**config.mk**
```make
export PLATFORM = sky130hd
export DESIGN_NAME = shifter_serial
export DESIGN_NICKNAME = d
export VERILOG_FILES = /design/src/rtl/shifter_pkg.sv /design/src/rtl/shift_step_1b.sv /design/src/rtl/shifter_serial.sv
export SDC_FILE = /design/constraint.sdc
export NUM_CORES = 1
export LEC_CHECK = 0
export ABC_AREA = 0
export CAP_MARGIN = 20
export CORE_MARGIN = 1.5
export CORE_UTILIZATION = 35
export DETAILED_ROUTE_END_ITERATION = 16
export PLACE_DENSITY = 0.59
export SLEW_MARGIN = 20
export SYNTH_ARGS = -nofsm -noshare
export SYNTH_HDL_FRONTEND = slang
export SYNTH_HIERARCHICAL = 1
export SYNTH_SLANG_ARGS = --single-unit
```
**constraint.sdc**
```tcl
create_clock -name clk -period 2.66 [get_ports clk]
set_input_delay 0.399 -clock clk [delete_from_list [all_inputs] [get_ports clk]]
set_output_delay 0.399 -clock clk [all_outputs]
set_load 0.02 [all_outputs]
```
**src/rtl/shifter_pkg.sv**
```systemverilog
// Shared types and constants for the serial shifter: FSM state encoding and direction codes.
package shifter_pkg;

    typedef enum logic [1:0] {
        ST_IDLE  = 2'd0,
        ST_SHIFT = 2'd1,
        ST_DONE  = 2'd2
    } state_e;

    localparam logic SFT_LEFT  = 1'b1;
    localparam logic SFT_RIGHT = 1'b0;

endpackage

```
**src/rtl/shift_step_1b.sv**
```systemverilog
// Single-bit shift/rotate step used once per SHIFT cycle by shifter_serial.
module shift_step_1b
    import shifter_pkg::*;
#(
    parameter int unsigned WIDTH = 16
) (
    input  logic [WIDTH-1:0] data,
    input  logic             dir,
    input  logic             rot,
    output logic [WIDTH-1:0] data_c
);

    logic fill_l;
    logic fill_r;

    // Rotation re-injects the bit falling off the far end; otherwise zero-fill.
    always_comb begin
        fill_l = rot & data[WIDTH-1];
        fill_r = rot & data[0];
        if (dir == SFT_LEFT) begin
            data_c = {data[WIDTH-2:0], fill_l};
        end else begin
            data_c = {fill_r, data[WIDTH-1:1]};
        end
    end

endmodule

```
**src/rtl/shifter_serial.sv**
```systemverilog
// Bit-serial shifter: one bit position per cycle, valid/ready on both sides.
// Optional macro SHIFTER_SERIAL_ROTATE_EN adds a 'rotate' input for rotate instead of zero-fill.
module shifter_serial
    import shifter_pkg::*;
#(
    parameter int unsigned WIDTH = 16,
    parameter int unsigned SHW   = $clog2(WIDTH)
) (
    input  logic             clk,
    input  logic             rst_n,
    input  logic             in_valid,
    output logic             in_ready,
    input  logic             left_right,
    input  logic [SHW-1:0]   shamt,
    input  logic [WIDTH-1:0] sft_src,
`ifdef SHIFTER_SERIAL_ROTATE_EN
    input  logic             rotate,
`endif
    output logic             out_valid,
    input  logic             out_ready,
    output logic [WIDTH-1:0] result,
    output logic             busy
);

    state_e           state_q, state_d;
    logic [WIDTH-1:0] data_q, data_d;
    logic [SHW-1:0]   cnt_q, cnt_d;
    logic             dir_q, dir_d;
    logic             rot_q, rot_d;
    logic             rot_in;
    logic [WIDTH-1:0] step_c;

`ifdef SHIFTER_SERIAL_ROTATE_EN
    assign rot_in = rotate;
`else
    assign rot_in = 1'b0;
`endif

    shift_step_1b #(.WIDTH(WIDTH)) u_step (
        .data   (data_q),
        .dir    (dir_q),
        .rot    (rot_q),
        .data_c (step_c)
    );

    // Next-state and datapath update; operands are only sampled on an accept.
    always_comb begin
        state_d = state_q;
        data_d  = data_q;
        cnt_d   = cnt_q;
        dir_d   = dir_q;
        rot_d   = rot_q;
        case (state_q)
            ST_IDLE: begin
                if (in_valid) begin
                    data_d  = sft_src;
                    cnt_d   = shamt;
                    dir_d   = left_right;
                    rot_d   = rot_in;
                    state_d = (shamt != '0) ? ST_SHIFT : ST_DONE;
                end
            end
            ST_SHIFT: begin
                data_d = step_c;
                cnt_d  = cnt_q - SHW'(1);
                if (cnt_q == SHW'(1)) begin
                    state_d = ST_DONE;
                end
            end
            ST_DONE: begin
                if (out_ready) begin
                    state_d = ST_IDLE;
                end
            end
            default: state_d = ST_IDLE;
        endcase
    end

    always_ff @(posedge clk or negedge rst_n) begin
        if (!rst_n) begin
            state_q <= ST_IDLE;
            data_q  <= '0;
            cnt_q   <= '0;
            dir_q   <= SFT_RIGHT;
            rot_q   <= 1'b0;
        end else begin
            state_q <= state_d;
            data_q  <= data_d;
            cnt_q   <= cnt_d;
            dir_q   <= dir_d;
            rot_q   <= rot_d;
        end
    end

    // Handshake/status outputs are registered copies of the next state; result is masked outside DONE.
    always_ff @(posedge clk or negedge rst_n) begin
        if (!rst_n) begin
            in_ready  <= 1'b1;
            out_valid <= 1'b0;
            busy      <= 1'b0;
            result    <= '0;
        end else begin
            in_ready  <= (state_d == ST_IDLE);
            out_valid <= (state_d == ST_DONE);
            busy      <= (state_d != ST_IDLE);
            result    <= (state_d == ST_DONE) ? data_d : '0;
        end
    end

endmodule
```
==> summary.md, run 1 <==
| Metric | Value |
|---|---|
| M1 WL | 2460 um |
| Max Clk Rate | 547 MHz |
| Worst-path clk slew | 0.08 ns |
| # diodes | 0 |
| Critical path class | register to register |
| Number of synthesized register bits | 42 |
| Critical Path End Type | register |
| Post-synthesis mux area share | 8.65% |
| Post-CTS Setup Bufs | 0 |
| Antenna-violating nets left | 0 |
| Main combinational cell family by area after synthesis | compound AO/OA/AOI/OAI gates |
| Req. time, crit path | 2.81 ns |
| Share of layout cells above drive strength 1 | 13.7% |
| Post-synth ARST share | 100% |
| CTS Buf Count | 5 |
| Vias in the first global route | 1,792 |
| Final wirelength | 5100 um |
| Sum Neg Setup Slack | 0 ns |
| Synth Area in Compound Gates | 19.9% |
| Nets | 282 |
| Ys flop type | dfrtp_1 |
| R2R Path Start | state_q[1]$_DFF_PN0_ |
| Row cnt | 29 |
| Top sig layer | met4 |
| Total Routing Usage GR | 15.6% |
| Die area | 7150 um2 |
| DRT iter0 DRCs | 86 |
| Aggregate global routing overflow | 0 |
| PortBufs | 43 |
| Fin crit share | 68.7% |
| Fin cells | 332 |
| Register area share after synthesis | 45.2% |
| Pwr Density | 970 nW/um2 |
| Post-cts sizing count | 0 |
| Gpl congestion | 0.748 |
| Dpl cells | 325 |
| Slowest library cell on the worst path | dfrtp_1 |
| Gate count after technology mapping | 218 |
| Critical-path cell list | nor2b_4, a22oi_4, a22oi_1 |
| Clock root cell | clkbuf_8 |
| Clock Sinks | 42 |
| Metal3 WL | 160 um |
| Synth unique cells | 38 |
| Vias per Instance | 5.26 |
| First-pass detailed-route iteration total | 4 |
| Max VDD drop | 0.484 mV |
| YS warnings | 6 |
| Tightest Pin Transition | 0.961 ns |
| Synth Area in XOR/XNOR | 0% |
| Relative slew slack | 35.9% |
| Worst-Skew Late Latency | 0.29 ns |
| Final Hold Fails | 0 |
| Post-DP HPWL | 3190 um |
| Leak | 1.30 nW |
| Post-CTS Hold Buffers | 0 |
| Die Ht | 84.6 um |
| Crit path max-delay family | compound AO/OA/AOI/OAI gates |
| Avg WL per Cell | 15.4 um |
| Area delta synth->final | 21.9% |
| Final setup viols | 0 |
| Adder-cell area share of the yosys netlist | 1.07% |
| Worst setup margin | 0.833 ns |
| First-pass GRT wire length | 8830 um |
| RSZ-0062 raised after global routing | no |
| Area share of and/or/nand/nor cells after synthesis | 19.2% |
| Initial antenna violation count | 0 |
| Crit path launch | state_q[1]$_DFF_PN0_ |
| CTS tree | built |
| Status | finished, final reports clean |
| Die Wd | 84.6 um |
| Crit path launch type | register |
| Total number of vias | 1,747 |
| Hold Crit Class | primary input to asynchronous set/reset pin |
| Skew final | 0.00402 ns |
| Largest net degree at the start of global routing | 43 |
| Clk buf depth | 2 |
| Number of remaining DRC errors | 0 |
| Fin crit period | 1.83 ns |
| Starting Density | 36.5% |
| MaxCap Viol Count | 0 |
| Pins Over Slew Limit | 0 |
| H-tree depth | 2 |
| CORE AREA | 6390 um2 |
| Mean Syn Cell Area | 10.7 um2 |
| Hold slack | 0.255 ns |
| CP peak stage delay | 0.65 ns |
| Synth Cell Area | 2330 um2 |
| Bufs and invs on worst path | 0 |
| Critical path peak fanout | 19 |
| Worst EP arrival | 1.97 ns |
| DR WL met2 | 2420 um |
| Post-synth EDFFs | 0 |
| Pre-CTS setup slack | 0.728 ns |
| IO Count | 44 |
area by class of cell:
type	instances	area [um2]
well taps	77	96.3
fillers	640	3550
clock buffers	7	76.3
multi-input cells	155	1140
inverters	4	15.0
repair buffers	47	455
flip-flops and latches	42	1050
path summary, 6_finish.rpt:
kind | cells after the start | endpoint | slack (ns)
setup / recovery | 3 | result[15]$_DFF_PN0_ | 0.83
hold / removal | 1 | data_q[4]$_DFF_PN0_ | 0.26
setup reg to reg | 3 | result[15]$_DFF_PN0_ | 0.83
hold reg to reg | 2 | data_q[14]$_DFF_PN0_ | 0.59
max in group asynchronous | 1 | result[14]$_DFF_PN0_ | 1.81
min in group clk | 2 | data_q[14]$_DFF_PN0_ | 0.59
cell families after synthesis:
group           Yosys count
other cells               1
fa+ha+maj                 2
simple gates             71
flops                    42
compound gates           64
mux                      16
buf+inv                  22
through the flow:
| stage | power (mW) | instance area (um2) | utilization [%] |
|---|---|---|---|
| floorplan | 2.11 | 2330 | - |
| global placement | 2.37 | 2760 | 43.3 |
| detailed placement | 2.39 | 2760 | 43.3 |
| CTS | 2.79 | 2840 | 44.5 |
| global route | 2.99 | 2840 | 44.5 |
| finish | 2.75 | 2840 | 44.5 |
sequential cells by signal, indices dropped and copies added, names as in the netlist:
signal / flops
data_q: 16
result: 16
cnt_q: 4
state_q: 2
busy: 1
dir_q: 1
in_ready: 1
out_valid: 1
Yosys cell counts (2+ instances only):
master    instances  area (um2)
nor2_1            4        15.0
clkbuf_1          6        22.5
a22oi_1          29         218
o211ai_1          2        15.0
a22oi_2           4        50.1
dfrtp_1          41        1030
nand2_1          22        82.6
buf_6             3        33.8
buf_4             2        15.0
and3b_1          17         149
mux2_4            6        90.1
nor3b_2           2        25.0
o21ai_0          15        75.1
mux2_2            9         101
buf_2             5        25.0
nor2b_1          19         119
inv_1             4        15.0
o22ai_1           2        12.5
o21ai_1           5        25.0
nand2b_1          2        12.5
ha_1              2        25.0
per-layer routing:
metal / vias up / global-route usage [%]
li1: 857 / -
met1: 853 / 19.8
met2: 33 / 26.4
met3: 4 / 3.74
met4: 0 / 4.84
met5: - / 0
report_power, final:
group,internal [mW],switching [mW]
Clock,0.181,0.210
Combinational,0.637,0.612
Sequential,0.859,0.256
Total,1.68,1.08
layout by cell type, fill, tap and decap left out, types with 6 or more instances in the layout:
cell type	count
o21ai_0	15
mux2_2	9
dfrtp_1	41
a22oi_1	29
nor2b_1	19
and3b_1	17
nand2_1	22
mux2_4	6
clkdlybuf4s50_1	42
(Power assumes the default switching activity.)
==> inputs of run 2 (changes only) <==
Settings changed: PLACE_DENSITY 0.59 to 0.62.
Clock period 2.66 ns to 1.6 ns, I/O delays scaled along.
==> run 2 against run 1 <==
Against the previous run: non-clock buffer count grew 12; critical path type is now register to primary output; die area is the same; register-to-register slack lost 0.70 ns; sequential power grew 58%; via count grew 3.8%; critical path depth shrank 2; count of clock-buffer cells in the layout is the same.
==> summary.md, run 2 (same netlist as run 1, synthesis figures left out) <==
| Metric | Value |
|---|---|
| Status | finished, final reports clean |
| Post-DP HPWL | 3440 um |
| Critical Path End Type | primary output |
| Clock root cell | clkbuf_8 |
| Crit path max-delay family | buffers and inverters |
| Hold slack | 0.444 ns |
| PortBufs | 43 |
| Hold Crit Class | primary input to asynchronous set/reset pin |
| Largest net degree at the start of global routing | 32 |
| Fin crit share | 93.2% |
| Bufs and invs on worst path | 1 |
| Nets | 294 |
| CTS Buf Count | 5 |
| Leak | 1.40 nW |
| Flop-to-flop setup slack | 0.13 ns |
| H-tree depth | 2 |
| GRT busiest layer | met2 |
| Initial antenna violation count | 0 |
| Row cnt | 29 |
| R2R Path Start | cnt_q[1]$_DFFE_PN0P_ |
| Number of fill cells | 594 |
| Die Wd | 84.6 um |
| First-pass GRT wire length | 9000 um |
| Critical path peak fanout | 1 |
| Critical path class | register to primary output |
| Aggregate global routing overflow | 0 |
| Sum Neg Setup Slack | 0 ns |
| Die area | 7150 um2 |
| Reg2Reg Capture Point | result[0]$_DFF_PN0_ |
| RSZ-0062 raised after global routing | no |
| DRT iter0 DRCs | 126 |
| Final Hold Fails | 0 |
| First-pass detailed-route iteration total | 4 |
| Max VDD drop | 1.19 mV |
| Worst-Skew Late Latency | 0.29 ns |
| Die Ht | 84.6 um |
| Vias per Instance | 5.26 |
| Worst r2r path cells | 6 |
| Top Registers | data_q (16), result (16), cnt_q (4) |
| Share of layout cells above drive strength 1 | 17.9% |
| Clk buf depth | 2 |
| Fin crit period | 1.49 ns |
| Worst setup margin | 0.109 ns |
| Avg WL per Cell | 15.4 um |
| Clock Sinks | 42 |
| Slowest library cell on the worst path | clkdlybuf4s50_1 |
| Critical-path cell list | clkdlybuf4s50_1 |
| Crit path launch type | register |
| Max Clk Rate | 671 MHz |
| Fin cells | 345 |
| # diodes | 0 |
| Commonest non-fill, non-tap cells in the layout | dfrtp_1 (41), clkdlybuf4s50_1 (41), a22oi_1 (29), nand2_1 (22), nor2b_1 (19) |
| Total Routing Usage GR | 15.7% |
| Design Power | 4.88 mW |
| Met1 usage | 21.2% |
| Dpl cells | 336 |
| Pre-CTS setup slack | -0.0488 ns |
| Stages on worst setup path | 1 |
| CORE AREA | 6390 um2 |
| CTS tree | built |
| Finished Core Util | 47.1% |
| Final setup viols | 0 |
| IO Count | 44 |
| Total number of vias | 1,814 |
| Pwr Density | 1620 nW/um2 |
| Met2 track demand over resource | 25.5% |
| M3 GR Usage | 2.36% |
| Post-CTS Setup Bufs | 0 |
| Worst-path clk slew | 0.08 ns |
| Final wirelength | 5310 um |
| Skew final | 0.00517 ns |
| Starting Density | 36.5% |
| MaxCap Viol Count | 0 |
| Worst EP arrival | 1.25 ns |
| Gpl congestion | 0.785 |
| Req. time, crit path | 1.36 ns |
| Pins Over Slew Limit | 0 |
| Number of remaining DRC errors | 0 |
| Post-Place Cell Area | 2910 um2 |
| Antenna-violating nets left | 0 |
| Area delta synth->final | 29.2% |
| CP peak stage delay | 0.60 ns |
| Vias in the first global route | 1,835 |
| Final instance area | 3010 um2 |
## run 2: cell count changes in the layout (fill, tap and decap cells not counted)
cell	delta
buf_12	+5
buf_4	+6
clkbuf_1	-1
clkbuf_8	+1
clkdlybuf4s50_1	-1
clkinv_2	+1
dlygate4sd2_1	+1
dlygate4sd3_1	+1
## run 2: per-layer routing
layer,share of wire (%),wire [um]
met1,47,2470
met5,0,0
met3,2.9,154
met4,1.8,95
met2,49,2590
## run 2: power by group
part	internal [mW]	switching, mW
sequential	1.43	0.324
combinational	1.23	1.18
clock	0.349	0.367
## run 2: worst max path at each step
stage | start | to | slack [ns]
3_3_place_gp | in_valid | result[15]$_DFF_PN0_ | 0.008
5_1_grt | cnt_q[1]$_DFFE_PN0P_ | result[1]$_DFF_PN0_ | 0.006
2_1_floorplan | cnt_q[0]$_DFFE_PN0P_ | result[7]$_DFF_PN0_ | 0.20
4_1_cts | result[13]$_DFF_PN0_ | result[13] | 0.09
6_report | result[13]$_DFF_PN0_ | result[13] | 0.11
3_5_place_dp | in_valid | result[2]$_DFF_PN0_ | -0.05
## run 2: cell type report
cell class | count | area, um2 | area share [%]
multi-input cells | 155 | 1140 | 38.0
clock inverters | 1 | 5.00 | 0.166
inverters | 4 | 15.0 | 0.499
clock buffers | 7 | 86.3 | 2.87
repair buffers | 59 | 609 | 20.3
flip-flops and latches | 42 | 1050 | 35.0
well taps | 77 | 96.3 | 3.20
## run 2: what timing repair did
action                     in CTS  in global routing
hold endpoints to repair       17                  0
setup endpoints to repair       1                  0
gates resized for setup         1                  0
hold buffers                    1                  0
## run 2: worst reg2reg max path: stages (launching register included)
cell and delay (ns):
dfrtp_1 0.40, inv_1 0.10, ha_1 0.14, nor3b_2 0.26
a22oi_4 0.13, buf_12 0.17, a22oi_1 0.20
